## src/rtl/rs_chien_ctrl.sv

```systemverilog
// Chien search sequencer: issues root-space slices to the datapath, gathers
// flagged lanes into ascending root exponents and hands them to Forney.
module rs_chien_ctrl #(
  parameter int SYMB_WIDTH      = 8,
  parameter int T_LEN           = 8,
  parameter int ROOTS_PER_CYCLE = 32,
  parameter int CYCLES_NUM      = 8,
  parameter int CHIEN_LAT       = 1
) (
  input  logic                                   aclk,
  input  logic                                   areset,
  input  logic [T_LEN:0][SYMB_WIDTH-1:0]         error_locator,
  input  logic [$clog2(T_LEN+1)-1:0]             locator_deg,
  input  logic                                   error_locator_vld,
  output logic                                   error_locator_rdy,
  output logic [T_LEN:0][SYMB_WIDTH-1:0]         chien_locator,
  output logic [SYMB_WIDTH:0]                    chien_base,
  output logic [ROOTS_PER_CYCLE-1:0]             chien_lane_mask,
  output logic                                   chien_slice_vld,
  input  logic [ROOTS_PER_CYCLE-1:0]             error_bit_pos,
  output logic [T_LEN-1:0][SYMB_WIDTH-1:0]       error_positions,
  output logic [$clog2(T_LEN+1)-1:0]             error_cnt,
  output logic                                   error_positions_vld,
  input  logic                                   error_positions_rdy,
  output logic                                   rs_chien_err
);

  localparam int CNT_W = $clog2(T_LEN + 1);
  localparam int IDX_W = (T_LEN > 1) ? $clog2(T_LEN) : 1;
  localparam int K_W   = (CYCLES_NUM > 1) ? $clog2(CYCLES_NUM) : 1;
  localparam logic [SYMB_WIDTH:0] N_ROOTS = (SYMB_WIDTH+1)'((1 << SYMB_WIDTH) - 1);

  typedef enum logic [1:0] {IDLE, SWEEP, DRAIN, DONE} state_t;

  state_t                          state;
  state_t                          state_nx;
  logic                            accept;
  logic                            slice_last;
  logic [K_W-1:0]                  k_r;
  logic [CNT_W-1:0]                deg_r;
  logic [CNT_W-1:0]                cnt_r;
  logic [CNT_W-1:0]                cnt_nx;
  logic                            ovf_r;
  logic                            ovf_nx;
  logic [T_LEN-1:0][SYMB_WIDTH-1:0] slots_r;
  logic [T_LEN-1:0][SYMB_WIDTH-1:0] slots_nx;
  logic [ROOTS_PER_CYCLE-1:0]      hits;

  // Response tracking: slice context delayed to line up with error_bit_pos
  logic [CHIEN_LAT-1:0]            vld_p;
  logic [CHIEN_LAT-1:0]            last_p;
  logic [SYMB_WIDTH-1:0]           base_p [CHIEN_LAT];
  logic [ROOTS_PER_CYCLE-1:0]      mask_p [CHIEN_LAT];

  assign accept     = (state == IDLE) && error_locator_vld;
  assign slice_last = (k_r == K_W'(CYCLES_NUM - 1));

  always_ff @(posedge aclk) begin
    if (areset) begin
      state <= IDLE;
    end else begin
      state <= state_nx;
    end
  end

  always_comb begin
    state_nx = state;
    case (state)
      IDLE: begin
        if (error_locator_vld) begin
          state_nx = (locator_deg == '0) ? DONE : SWEEP;
        end
      end
      SWEEP: begin
        if (slice_last) begin
          state_nx = DRAIN;
        end
      end
      DRAIN: begin
        if (vld_p[CHIEN_LAT-1] && last_p[CHIEN_LAT-1]) begin
          state_nx = DONE;
        end
      end
      DONE: begin
        if (error_positions_rdy) begin
          state_nx = IDLE;
        end
      end
      default: state_nx = IDLE;
    endcase
  end

  always_comb begin
    error_locator_rdy   = 1'b0;
    chien_slice_vld     = 1'b0;
    error_positions_vld = 1'b0;
    rs_chien_err        = 1'b0;
    case (state)
      IDLE:  error_locator_rdy = 1'b1;
      SWEEP: chien_slice_vld   = 1'b1;
      DONE: begin
        error_positions_vld = 1'b1;
        rs_chien_err        = ovf_r || (cnt_r != deg_r);
      end
      default: ;
    endcase
  end

  // Slice issue: base and in-range lane mask, zero when idle
  always_comb begin
    chien_base      = '0;
    chien_lane_mask = '0;
    if (chien_slice_vld) begin
      chien_base = (SYMB_WIDTH+1)'(k_r) * (SYMB_WIDTH+1)'(ROOTS_PER_CYCLE);
      for (int j = 0; j < ROOTS_PER_CYCLE; j++) begin
        chien_lane_mask[j] = (chien_base + (SYMB_WIDTH+1)'(j)) < N_ROOTS;
      end
    end
  end

  always_ff @(posedge aclk) begin
    if (areset) begin
      vld_p  <= '0;
      last_p <= '0;
    end else begin
      vld_p[0]  <= chien_slice_vld;
      last_p[0] <= chien_slice_vld && slice_last;
      for (int i = 1; i < CHIEN_LAT; i++) begin
        vld_p[i]  <= vld_p[i-1];
        last_p[i] <= last_p[i-1];
      end
    end
  end

  always_ff @(posedge aclk) begin
    base_p[0] <= chien_base[SYMB_WIDTH-1:0];
    mask_p[0] <= chien_lane_mask;
    for (int i = 1; i < CHIEN_LAT; i++) begin
      base_p[i] <= base_p[i-1];
      mask_p[i] <= mask_p[i-1];
    end
  end

  // Collection: set lanes in ascending order fill the next free slots
  always_comb begin
    hits     = vld_p[CHIEN_LAT-1] ? (error_bit_pos & mask_p[CHIEN_LAT-1]) : '0;
    slots_nx = slots_r;
    cnt_nx   = cnt_r;
    ovf_nx   = ovf_r;
    for (int j = 0; j < ROOTS_PER_CYCLE; j++) begin
      if (hits[j]) begin
        if (cnt_nx < CNT_W'(T_LEN)) begin
          slots_nx[cnt_nx[IDX_W-1:0]] = base_p[CHIEN_LAT-1] + SYMB_WIDTH'(j);
          cnt_nx = cnt_nx + CNT_W'(1);
        end else begin
          ovf_nx = 1'b1;
        end
      end
    end
  end

  always_ff @(posedge aclk) begin
    if (areset) begin
      chien_locator <= '0;
      deg_r         <= '0;
      k_r           <= '0;
      slots_r       <= '0;
      cnt_r         <= '0;
      ovf_r         <= 1'b0;
    end else if (accept) begin
      chien_locator <= error_locator;
      deg_r         <= locator_deg;
      k_r           <= '0;
      slots_r       <= '0;
      cnt_r         <= '0;
      ovf_r         <= 1'b0;
    end else begin
      slots_r <= slots_nx;
      cnt_r   <= cnt_nx;
      ovf_r   <= ovf_nx;
      if (chien_slice_vld) begin
        k_r <= k_r + K_W'(1);
      end
    end
  end

  assign error_positions = slots_r;
  assign error_cnt       = cnt_r;

endmodule

```

## config.mk

```make
export PLATFORM = sky130hd
export DESIGN_NAME = rs_chien_ctrl
export DESIGN_NICKNAME = d
export VERILOG_FILES = /design/src/rtl/rs_chien_ctrl.sv
export SDC_FILE = /design/constraint.sdc
export NUM_CORES = 1
export LEC_CHECK = 0
export BUFFER_PORTS_ARGS = -buffer_cell sky130_fd_sc_hd__buf_2
export CAP_MARGIN = 20
export CORE_MARGIN = 2
export CORE_UTILIZATION = 25
export CTS_CLUSTER_SIZE = 12
export DETAILED_ROUTE_END_ITERATION = 10
export PLACE_DENSITY = 0.47
export SYNTH_ARGS = -nofsm -noshare
export SYNTH_HDL_FRONTEND = slang
export SYNTH_SLANG_ARGS = --single-unit
```

## constraint.sdc

```tcl
create_clock -name aclk -period 33.2 [get_ports aclk]
set_clock_uncertainty 0.05 [all_clocks]
set_input_delay 6.64 -clock aclk [delete_from_list [all_inputs] [get_ports aclk]]
set_output_delay 6.64 -clock aclk [all_outputs]
set_load 0.005 [all_outputs]
```

Word-level counts from Yosys, hierarchy flattened. Memories as Yosys holds them, arrays and structs flattened. Index checks and enable logic that the tools add are counted.

Register bits after elaboration: 152. RAM bits: 40. Output and inout bits: 185. Word-level logic and storage cells: 600. Memories: 2.

Add/subtract/negate cells: 95. $lt $le $gt $ge: 128. Equality and inequality tests: 9. Multiplexer cells: 301. Bitwise operators: 1. Reductions and logical operators: 40.

Memories: mask_p (depth 1, bits a word 32, rd ports 1, clocked after memory_dff 0, wr ports 1, RTL line 53) `logic [ROOTS_PER_CYCLE-1:0] mask_p [CHIEN_LAT];`; base_p (depth 1, bits a word 8, rd ports 1, clocked after memory_dff 0, wr ports 1, RTL line 52) `logic [SYMB_WIDTH-1:0] base_p [CHIEN_LAT];`.

Operator list (count): 64-bit two-way mux (64); 64-bit bitwise mux (32); 8-bit demux with 3-bit select (32); 9-bit by 8-bit < comparator with 1-bit output (second input constant) (31); 8-bit two-way mux (33); 4-bit two-way mux (64); 8-bit by 5-bit adder with 9-bit output (second input constant) (16); 4-bit by 1-bit adder with 4-bit output (second input constant) (32); 8-bit by 5-bit adder with 8-bit output (second input constant) (16); 3-bit by 4-bit < comparator with 1-bit output (second input constant) (32); 4-bit < comparator (second input constant) (32); 3-bit by 1-bit greater-or-equal comparator with 1-bit output (second input constant) (32); 8-bit by 4-bit adder with 9-bit output (second input constant) (8); 1-bit two-way mux (68); 8-bit by 4-bit adder with 8-bit output (second input constant) (8); 32-bit two-way mux (2); 8-bit by 3-bit adder with 9-bit output (second input constant) (4); 1-bit logical AND (35); 8-bit by 3-bit adder with 8-bit output (second input constant) (4); 32-bit AND (1); 8-bit by 2-bit adder with 9-bit output (second input constant) (2); 8-bit by 2-bit adder with 8-bit output (second input constant) (2); 2-bit two-way mux (5); 8-bit by 1-bit adder with 9-bit output (second input constant) (1); other kinds (14) (18).

Longest topological paths before layout. Gate-level depths: netlist of the first run. An unclocked memory read counts as a cell.

Depth after elaboration: 101. Gate-level depth with buffers: 110. Depth with buffers taken out: 106.

Worst setup path before layout of the first run. Ideal clock, no wire load.

Kind: input to register. From: input error_bit_pos[0]. To: register slots_r, in the netlist error_positions[29]. Data arrival time: 29075 ps. Data required time: 33023 ps. Slack: 3948 ps. Stages: 106. Path buffers: 3. Cells stage by stage: and4b_1 -> buf_2 -> xnor2_2 -> inv_1 -> ha_1 -> nor2_1 -> a21oi_1 -> ha_1 -> mux2_2 -> ha_1 -> mux2i_1 -> inv_1 -> ha_1 -> and4_1 -> a21oi_1 -> inv_1 -> ha_1 -> nor2_1 -> (+70 left out) -> mux2_2 -> ha_1 -> mux2i_4 -> inv_2 -> ha_1 -> nor3_1 -> or2_2 -> inv_2 -> ha_1 -> nand2_1 -> nor4_1 -> o31a_1 -> or3_1 -> nand2_1 -> nor4_2 -> or3_1 -> buf_2 -> mux2i_1.

Word-level cells in the longest chain between the ends: 100. Elaborated cells between the ends (all ways): 373.

RTL lines: from (decl) (RTL line 20) `input logic [ROOTS_PER_CYCLE-1:0] error_bit_pos,`; 32-bit AND (*) (RTL line 146) `hits = vld_p[CHIEN_LAT-1] ? (error_bit_pos & mask_p[CHIEN_LAT-1]) : '0;`; 32-bit two-way mux (*) (RTL line 146); 4-bit two-way mux (RTL line 151) `if (hits[j]) begin`; 4-bit by 1-bit adder with 4-bit output, or another cell as far along (RTL line 154) `cnt_nx = cnt_nx + CNT_W'(1);`; 4-bit two-way mux / 1-bit logical AND (equally long branches) (RTL line 152, 153); 4-bit two-way mux / 8-bit two-way mux (equally long branches) (RTL line 151, 153); 4-bit by 1-bit adder with 4-bit output, or another cell as far along (RTL line 154); 4-bit two-way mux, or another cell as far along (RTL line 152) `if (cnt_nx < CNT_W'(T_LEN)) begin`; (+84 left out); 4-bit two-way mux, or another cell as far along (RTL line 151); 3-bit by 4-bit < comparator with 1-bit output (not written as such), or another cell as far along (RTL line 153) `slots_nx[cnt_nx[IDX_W-1:0]] = base_p[CHIEN_LAT-1] + SYMB_WIDTH'(j);`; 1-bit logical AND (not written as such) / 64-bit bitwise mux (equally long branches) (RTL line 153); 8-bit two-way mux (not written as such) / 64-bit two-way mux (equally long branches) (RTL line 153, 152); 8-bit demux with 3-bit select / 64-bit two-way mux (equally long branches) (RTL line 153, 151); 64-bit bitwise mux (RTL line 153); 64-bit two-way mux (RTL line 152); 64-bit two-way mux (*) (RTL line 151); to (signal assigned) (RTL line 178) `slots_r <= slots_nx;`; to (decl) (RTL line 45) `logic [T_LEN-1:0][SYMB_WIDTH-1:0] slots_r;`.

Every way passes the cells marked *; elsewhere a longest branch is shown, timed or not. A chain may end at the register's enable or synchronous reset.

Final worst setup path of the first run.
From: input error_bit_pos[0]. To: register slots_r, in the netlist error_positions[28].

Same word-level chain as after synthesis.

==> flow_summary.yaml, run 1 <==
outcome:
  status: "finished, final reports clean"
yosys:
  ys_warn_count: 0
  synth_cells: 2446
  ys_seq_elements: 157
  ys_seq_area_share_pct: 18.73
  synth_cell_type_count: 137
  async_flop_share_pct: 0
  syn_avg_cell_area_um2: 6.860
  yosys_most_used_dff: "dfxtp_1"
  syn_area_um2: 16780
  synth_edf_count: 0
floorplanning:
  rows: 94
  top_level_ports: 297
  coreArea_um2: 66100
  die_area_um2: 69200
  die_x_um: 263.1
  dieHeight_um: 263.1
  initial_core_util_pct: 25.38
clock_tree:
  clk_pin_slew_ps: 60
  htree_num_levels: 4
  clock_sinks: 157
  root_buffer: "clkbuf_16"
  ctsHoldBuffers: 0
  cts_buffers: 17
  cts_tree: "yes"
  clockBufferDepth: 2
  clock_latency_ps: 450
power_and_ir_drop:
  ir_drop_mv: 0.03885
  p_total_mw: 1.163
  powerDensity_nw_per_um2: 59.63
  p_leak_nw: 8.316
critical_path:
  crit_fanout: 12
  path_common_cell: "ha_1"
  worst_ep_required_time_ps: 33430
  endpoint_kind: "flop"
  worstSetupPathType: "input pin to flop"
  cp_data_arrival_time_ps: 31680
  start_kind: "input pin"
  crit_slowest_cell: "nor4_4"
  critPathMaxStageDelay_ps: 610
timing:
  rsz0062_at_grt: "no"
  fin_crit_ps: 31450
  worst_pin_slew_ps: 991.4
  drv_slew: 0
  finalSetupViolations: 0
  final_hold_viol_count: 0
  max_freq_mhz: 31.79
  tns_ps: 0
  maxSlewHeadroom_pct: 33.21
  fin_crit_sh_pct: 94.74
layout:
  drive_gt1_share_pct: 19.22
  final_cell_mix: "479 x nand2_1, 290 x buf_2, 274 x nor2_1"
  area_growth_pct: 16.28
  final_common_cell: "nand2_1"
  finalNetCount: 2790
route:
  postRouteAntennaNets: 0
  via_per_inst: 5.475
  num_vias: 19290
  dr.first_iter.drc_count: 1678
  drc_errors: 0
  wl_per_cell_um: 21.02
  drt-total-wl_mm: 74.05
  first_pass_iters: 7
global_routing:
  grt_pass1_vias: 17890
  antenna_found_initial: 9
  grt_overflow_total: 0
  grt_start_max_net_pins: 81
  grt_first_pass_wirelength_mm: 110.1
  grt_usage_pct: 20.38
job:
  maxCapViolations: 0
place:
  portBuffers: 290
  place.gp.congestion: 0.9399
  place_hpwl_mm: 61.22
hold_path:
  hold_path_class: "flop to flop"
where the power goes:
part           switching (mW)  total [mW]  internal [mW]
Clock                  0.0841       0.214          0.130
Sequential             0.0265       0.239          0.212
Combinational           0.472       0.710          0.238
Total                   0.583        1.16          0.580
cell families after synthesis:
family,synth area share [%]
flops,18.73
mux,3.259
compound gates,27.52
xor+xnor,5.369
fa+ha+maj,2.834
simple gates,36.35
other cells,0.02235
buf+inv,5.906
worst paths after layout:
check / from / end / slack (ps) / cells after the start
setup / recovery: error_bit_pos[0] / error_positions[28] / 1750 / 104
hold / removal: chien_locator[19] / chien_locator[19] / 400 / 2
setup reg to reg: mask_p[0][30] / error_positions[28] / 6800 / 103
hold reg to reg: chien_locator[19] / chien_locator[19] / 400 / 2
cell type report:
| type | count | area (um2) |
|---|---|---|
| Tap cell | 864 | 1081 |
| Sequential cell | 157 | 3143 |
| Clock inverter | 13 | 187.7 |
| Inverter | 75 | 284.0 |
| Timing Repair Buffer | 306 | 1592 |
| Antenna cell | 6 | 15.01 |
| Fill cell | 7309 | 46590 |
| Clock buffer | 19 | 452.9 |
| Multi-Input combinational cell | 2083 | 12750 |
critical path: cells and delay by family:
kind	cells	cell delay, ps
AOI/OAI and AO/OA	17	4000
adders and majority gates	24	7140
muxes	12	3590
and+or+nand+nor	23	6220
buffers and inverters	24	2830
xor gates and xnor gates	4	1210
Yosys cell counts (7+ instances only):
master / n / area share [%]
nand4_1: 24 / 0.89
xnor2_1: 38 / 2.0
or2_2: 18 / 0.67
nor2_1: 276 / 6.2
o31ai_1: 15 / 0.67
a211o_1: 7 / 0.37
xnor3_1: 11 / 1.5
nor3_1: 80 / 2.4
and3_1: 63 / 2.3
nand3_1: 111 / 3.3
or3_1: 26 / 0.97
o221ai_1: 8 / 0.42
buf_2: 22 / 0.66
nor2b_1: 18 / 0.67
o2111ai_1: 8 / 0.42
nor3b_1: 7 / 0.31
a21oi_1: 218 / 6.5
and4_1: 10 / 0.52
nand2_1: 480 / 11
mux2i_1: 31 / 1.8
o211ai_1: 16 / 0.72
nor4_1: 21 / 0.78
a211oi_1: 21 / 0.94
or4_1: 12 / 0.54
o22ai_1: 19 / 0.71
a21o_1: 17 / 0.76
o21ai_0: 106 / 3.2
nand2b_1: 18 / 0.67
a31oi_1: 43 / 1.6
ha_1: 38 / 2.8
buf_4: 43 / 1.9
o21a_1: 17 / 0.76
a311oi_1: 8 / 0.42
xnor2_2: 9 / 0.87
dfxtp_1: 157 / 19
and2_1: 41 / 1.5
inv_1: 55 / 1.2
o31a_1: 7 / 0.37
a22oi_1: 12 / 0.54
o21ai_1: 10 / 0.30
inv_2: 18 / 0.40
clkbuf_1: 66 / 1.5
flip-flops by register name, summed over array words and instances, names as in the netlist:
register and flops:
base_p 3, chien_locator 72, deg_r 4, error_cnt 4, error_positions 64, k_r 3, last_p 1, mask_p 2
ovf_r 1, state 2, vld_p 1
metrics by stage:
stage	worst slack, ps	instance area (um2)	std cells	hold WS (ps)	utilization (%)
finish	1747	19510	3523	401.6	29.52
global route	43.54	19500	3519	417.0	29.50
CTS	1167	19390	3514	401.3	29.34
detailed placement	733.9	18750	3482	393.0	28.37
global placement	1643	18720	3481	388.7	28.33
floorplan	3948	16800	2451	398.1	-
repair_timing:
item                                    in CTS  in global routing
buffers inserted                             0                  2
endpoints found under the setup margin       0                 69
resized for setup                            0                 16
hold endpoints to repair                     0                  0
per-layer routing:
metal	share of wire (%)	global-route usage [%]
met5	0.035	0
met4	2.6	5.884
met3	8.1	4.873
met2	44	31.81
met1	46	27.75
(Power assumes the default switching activity.)
==> inputs of run 2 (changes only) <==
==> constraint.sdc (replaced) <==
create_clock -name aclk -period 35.9 [get_ports aclk]
set_clock_uncertainty 0.05 [all_clocks]
set_input_delay 7.18 -clock aclk [delete_from_list [all_inputs] [get_ports aclk]]
set_output_delay 7.18 -clock aclk [all_outputs]
set_load 0.005 [all_outputs]
==> run 2 against run 1 <==
Largest power group unchanged. Die area unchanged. Largest cell class unchanged. Sequential power shrank 8%. Worst setup slack gained 1300 ps.
==> flow_summary.yaml, run 2 (synthesis gave the netlist of run 1 again) <==
hold_path:
  worstHoldPathCells: 2
  hold_path_class: "flop to flop"
clock_tree:
  cts_buffers: 17
  cts_tree: "yes"
  clockBufferDepth: 2
  clock_sinks: 157
  clk_pin_slew_ps: 70
  htree_num_levels: 4
  root_buffer: "clkbuf_16"
  cts.repair.resized: 0
  clock_latency_ps: 430
  ctsHoldBuffers: 0
  postCtsSetupBuffers: 0
outcome:
  status: "finished, final reports clean"
job:
  maxCapViolations: 0
timing:
  tns_ps: 0
  worst_pin_slew_ps: 1010
  fin_crit_sh_pct: 91.58
  maxSlewHeadroom_pct: 32.69
  final_hold_viol_count: 0
  finalSetupViolations: 0
  fin_crit_ps: 32880
  max_freq_mhz: 30.42
  drv_slew: 0
  rsz0062_at_grt: "no"
place:
  portBuffers: 290
  place_hpwl_mm: 61.08
  place.gp.congestion: 0.9315
power_and_ir_drop:
  ir_drop_mv: 0.03459
  p_leak_nw: 8.277
  powerDensity_nw_per_um2: 54.47
critical_path:
  critPathMaxStageDelay_ps: 580
  worst_ep_required_time_ps: 36120
  rr_worst_depth: 101
  start_kind: "input pin"
  worst-path-buf-inv: 24
  worstSetupPathType: "input pin to flop"
  crit_slowest_cell: "a211oi_1"
  crit_fanout: 12
  cp.depth: 103
  path_common_cell: "ha_1"
  cp_data_arrival_time_ps: 33090
  endpoint_kind: "flop"
  worst_path_dominant_cell_family: "adder cells"
floorplanning:
  die_area_um2: 69200
  coreArea_um2: 66100
  rows: 94
  die_x_um: 263.1
  top_level_ports: 297
  initial_core_util_pct: 25.38
  dieHeight_um: 263.1
route:
  drc_errors: 0
  wl_per_cell_um: 20.99
  via_per_inst: 5.496
  first_pass_iters: 6
  postRouteAntennaNets: 0
  dr.first_iter.drc_count: 1713
  drt-total-wl_mm: 73.90
  num_vias: 19350
layout:
  finalNetCount: 2787
  multi_input_area_um2: 12670
  final_common_cell: "nand2_1"
  largest_reg_flops: 72
  largest_register: "chien_locator"
  drive_gt1_share_pct: 18.68
  fill_cells: 7378
  area_growth_pct: 15.35
  final_cell_mix: "479 x nand2_1, 290 x buf_2, 275 x nor2_1"
  final_util_pct: 29.28
  seqCellArea_um2: 3143
global_routing:
  grt_overflow_total: 0
  grt_first_pass_wirelength_mm: 111.5
  grt_start_max_net_pins: 81
  antenna_found_initial: 8
  grt_usage_pct: 20.40
  grt_pass1_vias: 18170
-- run 2: cell count changes in the layout (fill, tap and decap cells not counted), moves of 3 or more --
| cell | delta |
|---|---|
| mux2i_1 | +4 |
| inv_8 | +3 |
| buf_4 | -3 |
| inv_6 | +3 |
-- run 2: area by class of cell --
type | instances | share of cell area, %
Clock buffer | 17 | 2.198
Sequential cell | 157 | 16.24
Clock inverter | 15 | 0.9051
Timing Repair Buffer | 303 | 8.042
Antenna cell | 6 | 0.07758
Tap cell | 864 | 5.586
Multi-Input combinational cell | 2083 | 65.48
Inverter | 75 | 1.468
-- run 2: final timing paths --
| check | start | slack (ps) | end |
|---|---|---|---|
| max | error_bit_pos[0] | 3020 | error_positions[44] |
| min reg2reg | chien_locator[21] | 400 | chien_locator[21] |
| min | chien_locator[21] | 400 | chien_locator[21] |
| max reg2reg | vld_p | 8600 | error_positions[44] |
-- run 2: layer usage --
layer | track usage [%] | up-vias | routed length, um | part of all wire, %
met1 | 28.82 | 9331 | 34410 | 47
met4 | 3.459 | 6 | 856 | 1.2
li1 | - | 9231 | - | -
met5 | 0 | - | 30 | 0.041
met2 | 32.93 | 729 | 33360 | 45
met3 | 3.236 | 48 | 5242 | 7.1
-- run 2: worst min-delay path: cells and delay by family, from the launching register on --
kind / cells / cell delay (ps)
flip-flops: 1 / 310
AO/OA/AOI/OAI: 1 / 50
AND/OR/NAND/NOR: 1 / 50
-- run 2: stage by stage --
step | setup WS [ps] | instances | power (mW) | cell area, um2 | hold slack (ps)
floorplan | 6108 | 2451 | 0.7057 | 16800 | 398.1
global placement | 3724 | 3480 | 0.8560 | 18720 | 388.6
detailed placement | 2860 | 3481 | 0.8621 | 18730 | 394.0
CTS | 3256 | 3513 | 1.054 | 19330 | 404.1
global route | 714.8 | 3517 | 1.135 | 19350 | 419.2
finish | 3024 | 3520 | 1.054 | 19350 | 402.4
-- run 2: power breakdown --
part,total [mW],switching [mW],internal (mW)
clock network,0.189,0.0835,0.105
logic,0.646,0.431,0.215
registers,0.220,0.0239,0.196
total,1.05,0.538,0.516
==> inputs of run 3 (changes only) <==
--- a/config.mk
+++ b/config.mk
@@ -12,6 +12,7 @@
 export CTS_CLUSTER_SIZE = 12
 export DETAILED_ROUTE_END_ITERATION = 10
 export PLACE_DENSITY = 0.47
+export RECOVER_POWER = 100
 export SYNTH_ARGS = -nofsm -noshare
 export SYNTH_HDL_FRONTEND = slang
 export SYNTH_SLANG_ARGS = --single-unit
==> run 3 against run 2 <==
The flow now finishes with violations (max-capacitance violations, max-slew violations). Critical path depth did not move. Cell count about the same. Final area down 1.0%. Wire length decreased by 0.15%. Combinational power down 1%. Critical path type unchanged. Clock power barely moved. Die area unchanged. Maximum frequency shrank 1.0%. Count of clock-buffer cells in the layout stayed put. First-iteration DRC count rose by 4.4%. Critical endpoint is now error_positions[38]. Non-clock buffer count did not move. Worst setup slack got worse by 350 ps.
==> flow_summary.yaml, run 3 (synthesis gave the netlist of run 1 again) <==
layout:
  finalNetCount: 2787
  fill_cells: 7449
  final_common_cell: "nand2_1"
  final_cell_mix: "479 x nand2_1, 275 x nor2_1, 218 x a21oi_1"
  seqCellArea_um2: 3143
  final_util_pct: 28.98
  largest_register: "chien_locator"
  area_growth_pct: 14.17
  multi_input_area_um2: 12650
  largest_reg_flops: 72
  drive_gt1_share_pct: 13.51
power_and_ir_drop:
  ir_drop_mv: 0.03530
  p_leak_nw: 7.718
  p_total_mw: 1.048
  powerDensity_nw_per_um2: 54.68
clock_tree:
  clk_pin_slew_ps: 70
  ctsHoldBuffers: 0
  clockBufferDepth: 2
  cts_buffers: 17
  cts_tree: "yes"
  htree_num_levels: 4
  cts.repair.resized: 0
  clock_sinks: 157
  postCtsSetupBuffers: 0
  root_buffer: "clkbuf_16"
  clock_latency_ps: 430
timing:
  worst_pin_slew_ps: 3680
  tns_ps: 0
  final_hold_viol_count: 0
  max_freq_mhz: 30.10
  finalSetupViolations: 0
  fin_crit_sh_pct: 92.54
  maxSlewHeadroom_pct: -145.3
  rsz0062_at_grt: "no"
  drv_slew: 129
  fin_crit_ps: 33220
critical_path:
  crit_slowest_cell: "nor4_2"
  endpoint_kind: "flop"
  crit_fanout: 12
  start_kind: "input pin"
  r2r_start: "mask_p[0][30]"
  r2r-end: "error_positions[38]"
  critPathMaxStageDelay_ps: 660
  cp_data_arrival_time_ps: 33530
  r2r_setup_slack_ps: 8300
  path_common_cell: "ha_1"
  worst_ep_required_time_ps: 36210
  worstSetupPathType: "input pin to flop"
  rr_worst_depth: 101
floorplanning:
  rows: 94
  coreArea_um2: 66100
  die_x_um: 263.1
  dieHeight_um: 263.1
  top_level_ports: 297
  die_area_um2: 69200
  initial_core_util_pct: 25.38
route:
  drc_errors: 0
  wl_per_cell_um: 20.98
  postRouteAntennaNets: 0
  drt-total-wl_mm: 73.79
  num_vias: 19330
  dr.first_iter.drc_count: 1789
  first_pass_iters: 5
  via_per_inst: 5.495
outcome:
  status: "finished, violations left"
  violations: "max-capacitance violations, max-slew violations"
global_routing:
  grt_usage_pct: 20.40
  grt_first_pass_wirelength_mm: 111.5
  grt_overflow_total: 0
  antenna_found_initial: 8
  grt_pass1_vias: 18170
  grt_start_max_net_pins: 81
place:
  place.gp.congestion: 0.9315
  place_hpwl_mm: 61.08
  portBuffers: 290
hold_path:
  hold_path_class: "flop to flop"
  hp-start: "chien_locator[12]"
  worstHoldPathCells: 2
  hold_end: "chien_locator[12]"
job:
  maxCapViolations: 2
-- run 3: cell types whose count changed in the layout (fill, tap and decap cells not counted), moves of 3 or more --
cell / delta
buf_2: -133
clkbuf_1: +132
and2_0: +4
and2_1: -4
diode_2: -3
-- run 3: layer usage --
| layer | vias up | global-route usage (%) | routed length (um) | share of wire (%) |
|---|---|---|---|---|
| met4 | 8 | 3.459 | 800 | 1.1 |
| met3 | 50 | 3.236 | 4784 | 6.5 |
| met1 | 9338 | 28.82 | 34640 | 47 |
| met2 | 699 | 32.93 | 33520 | 45 |
| li1 | 9232 | - | - | - |
| met5 | - | 0 | 40 | 0.054 |
-- run 3: worst max path at each step --
stage                          start                  end  slack (ps)  depth (start not counted)
floorplan           error_bit_pos[0]  error_positions[29]        6110                        106
global placement    error_bit_pos[0]  error_positions[38]        3720                        103
detailed placement  error_bit_pos[0]  error_positions[38]        2860                        100
CTS                 error_bit_pos[0]  error_positions[38]        3260                        102
global route        error_bit_pos[0]  error_positions[44]         380                        105
finish              error_bit_pos[0]  error_positions[38]        2680                        103
-- run 3: layout make-up --
cell class / count / share of cell area [%]
Timing Repair Buffer: 303 / 7.231
Clock buffer: 17 / 2.221
Clock inverter: 15 / 0.9144
Tap cell: 864 / 5.643
Inverter: 75 / 1.483
Multi-Input combinational cell: 2083 / 66.06
Antenna cell: 3 / 0.03919
Sequential cell: 157 / 16.41
-- run 3: power by group --
group	leakage [nW]	internal, mW	switching, mW	total, mW
Clock	0.291	0.105	0.0831	0.188
Combinational	6.15	0.209	0.430	0.639
Sequential	1.28	0.196	0.0243	0.221
Total	7.72	0.510	0.537	1.05
-- run 3: stage by stage --
stage	cell area, um2	instances	setup slack [ps]	hold slack [ps]
3_5_place_dp	18730	3481	2860	394.0
6_report	19160	3517	2678	405.1
2_1_floorplan	16800	2451	6108	398.1
4_1_cts	19330	3513	3256	404.1
3_3_place_gp	18720	3480	3724	388.6
5_1_grt	19160	3517	383.4	420.5
-- run 3: critical path, delay by kind of cell --
kind / cells / cell delay (ps)
AND/OR/NAND/NOR: 20 / 4490
buffers and inverters: 24 / 3200
adder cells (fa/ha/maj): 26 / 7900
multiplexers: 13 / 4550
XOR/XNOR: 3 / 1160
AO/OA/AOI/OAI: 17 / 4980
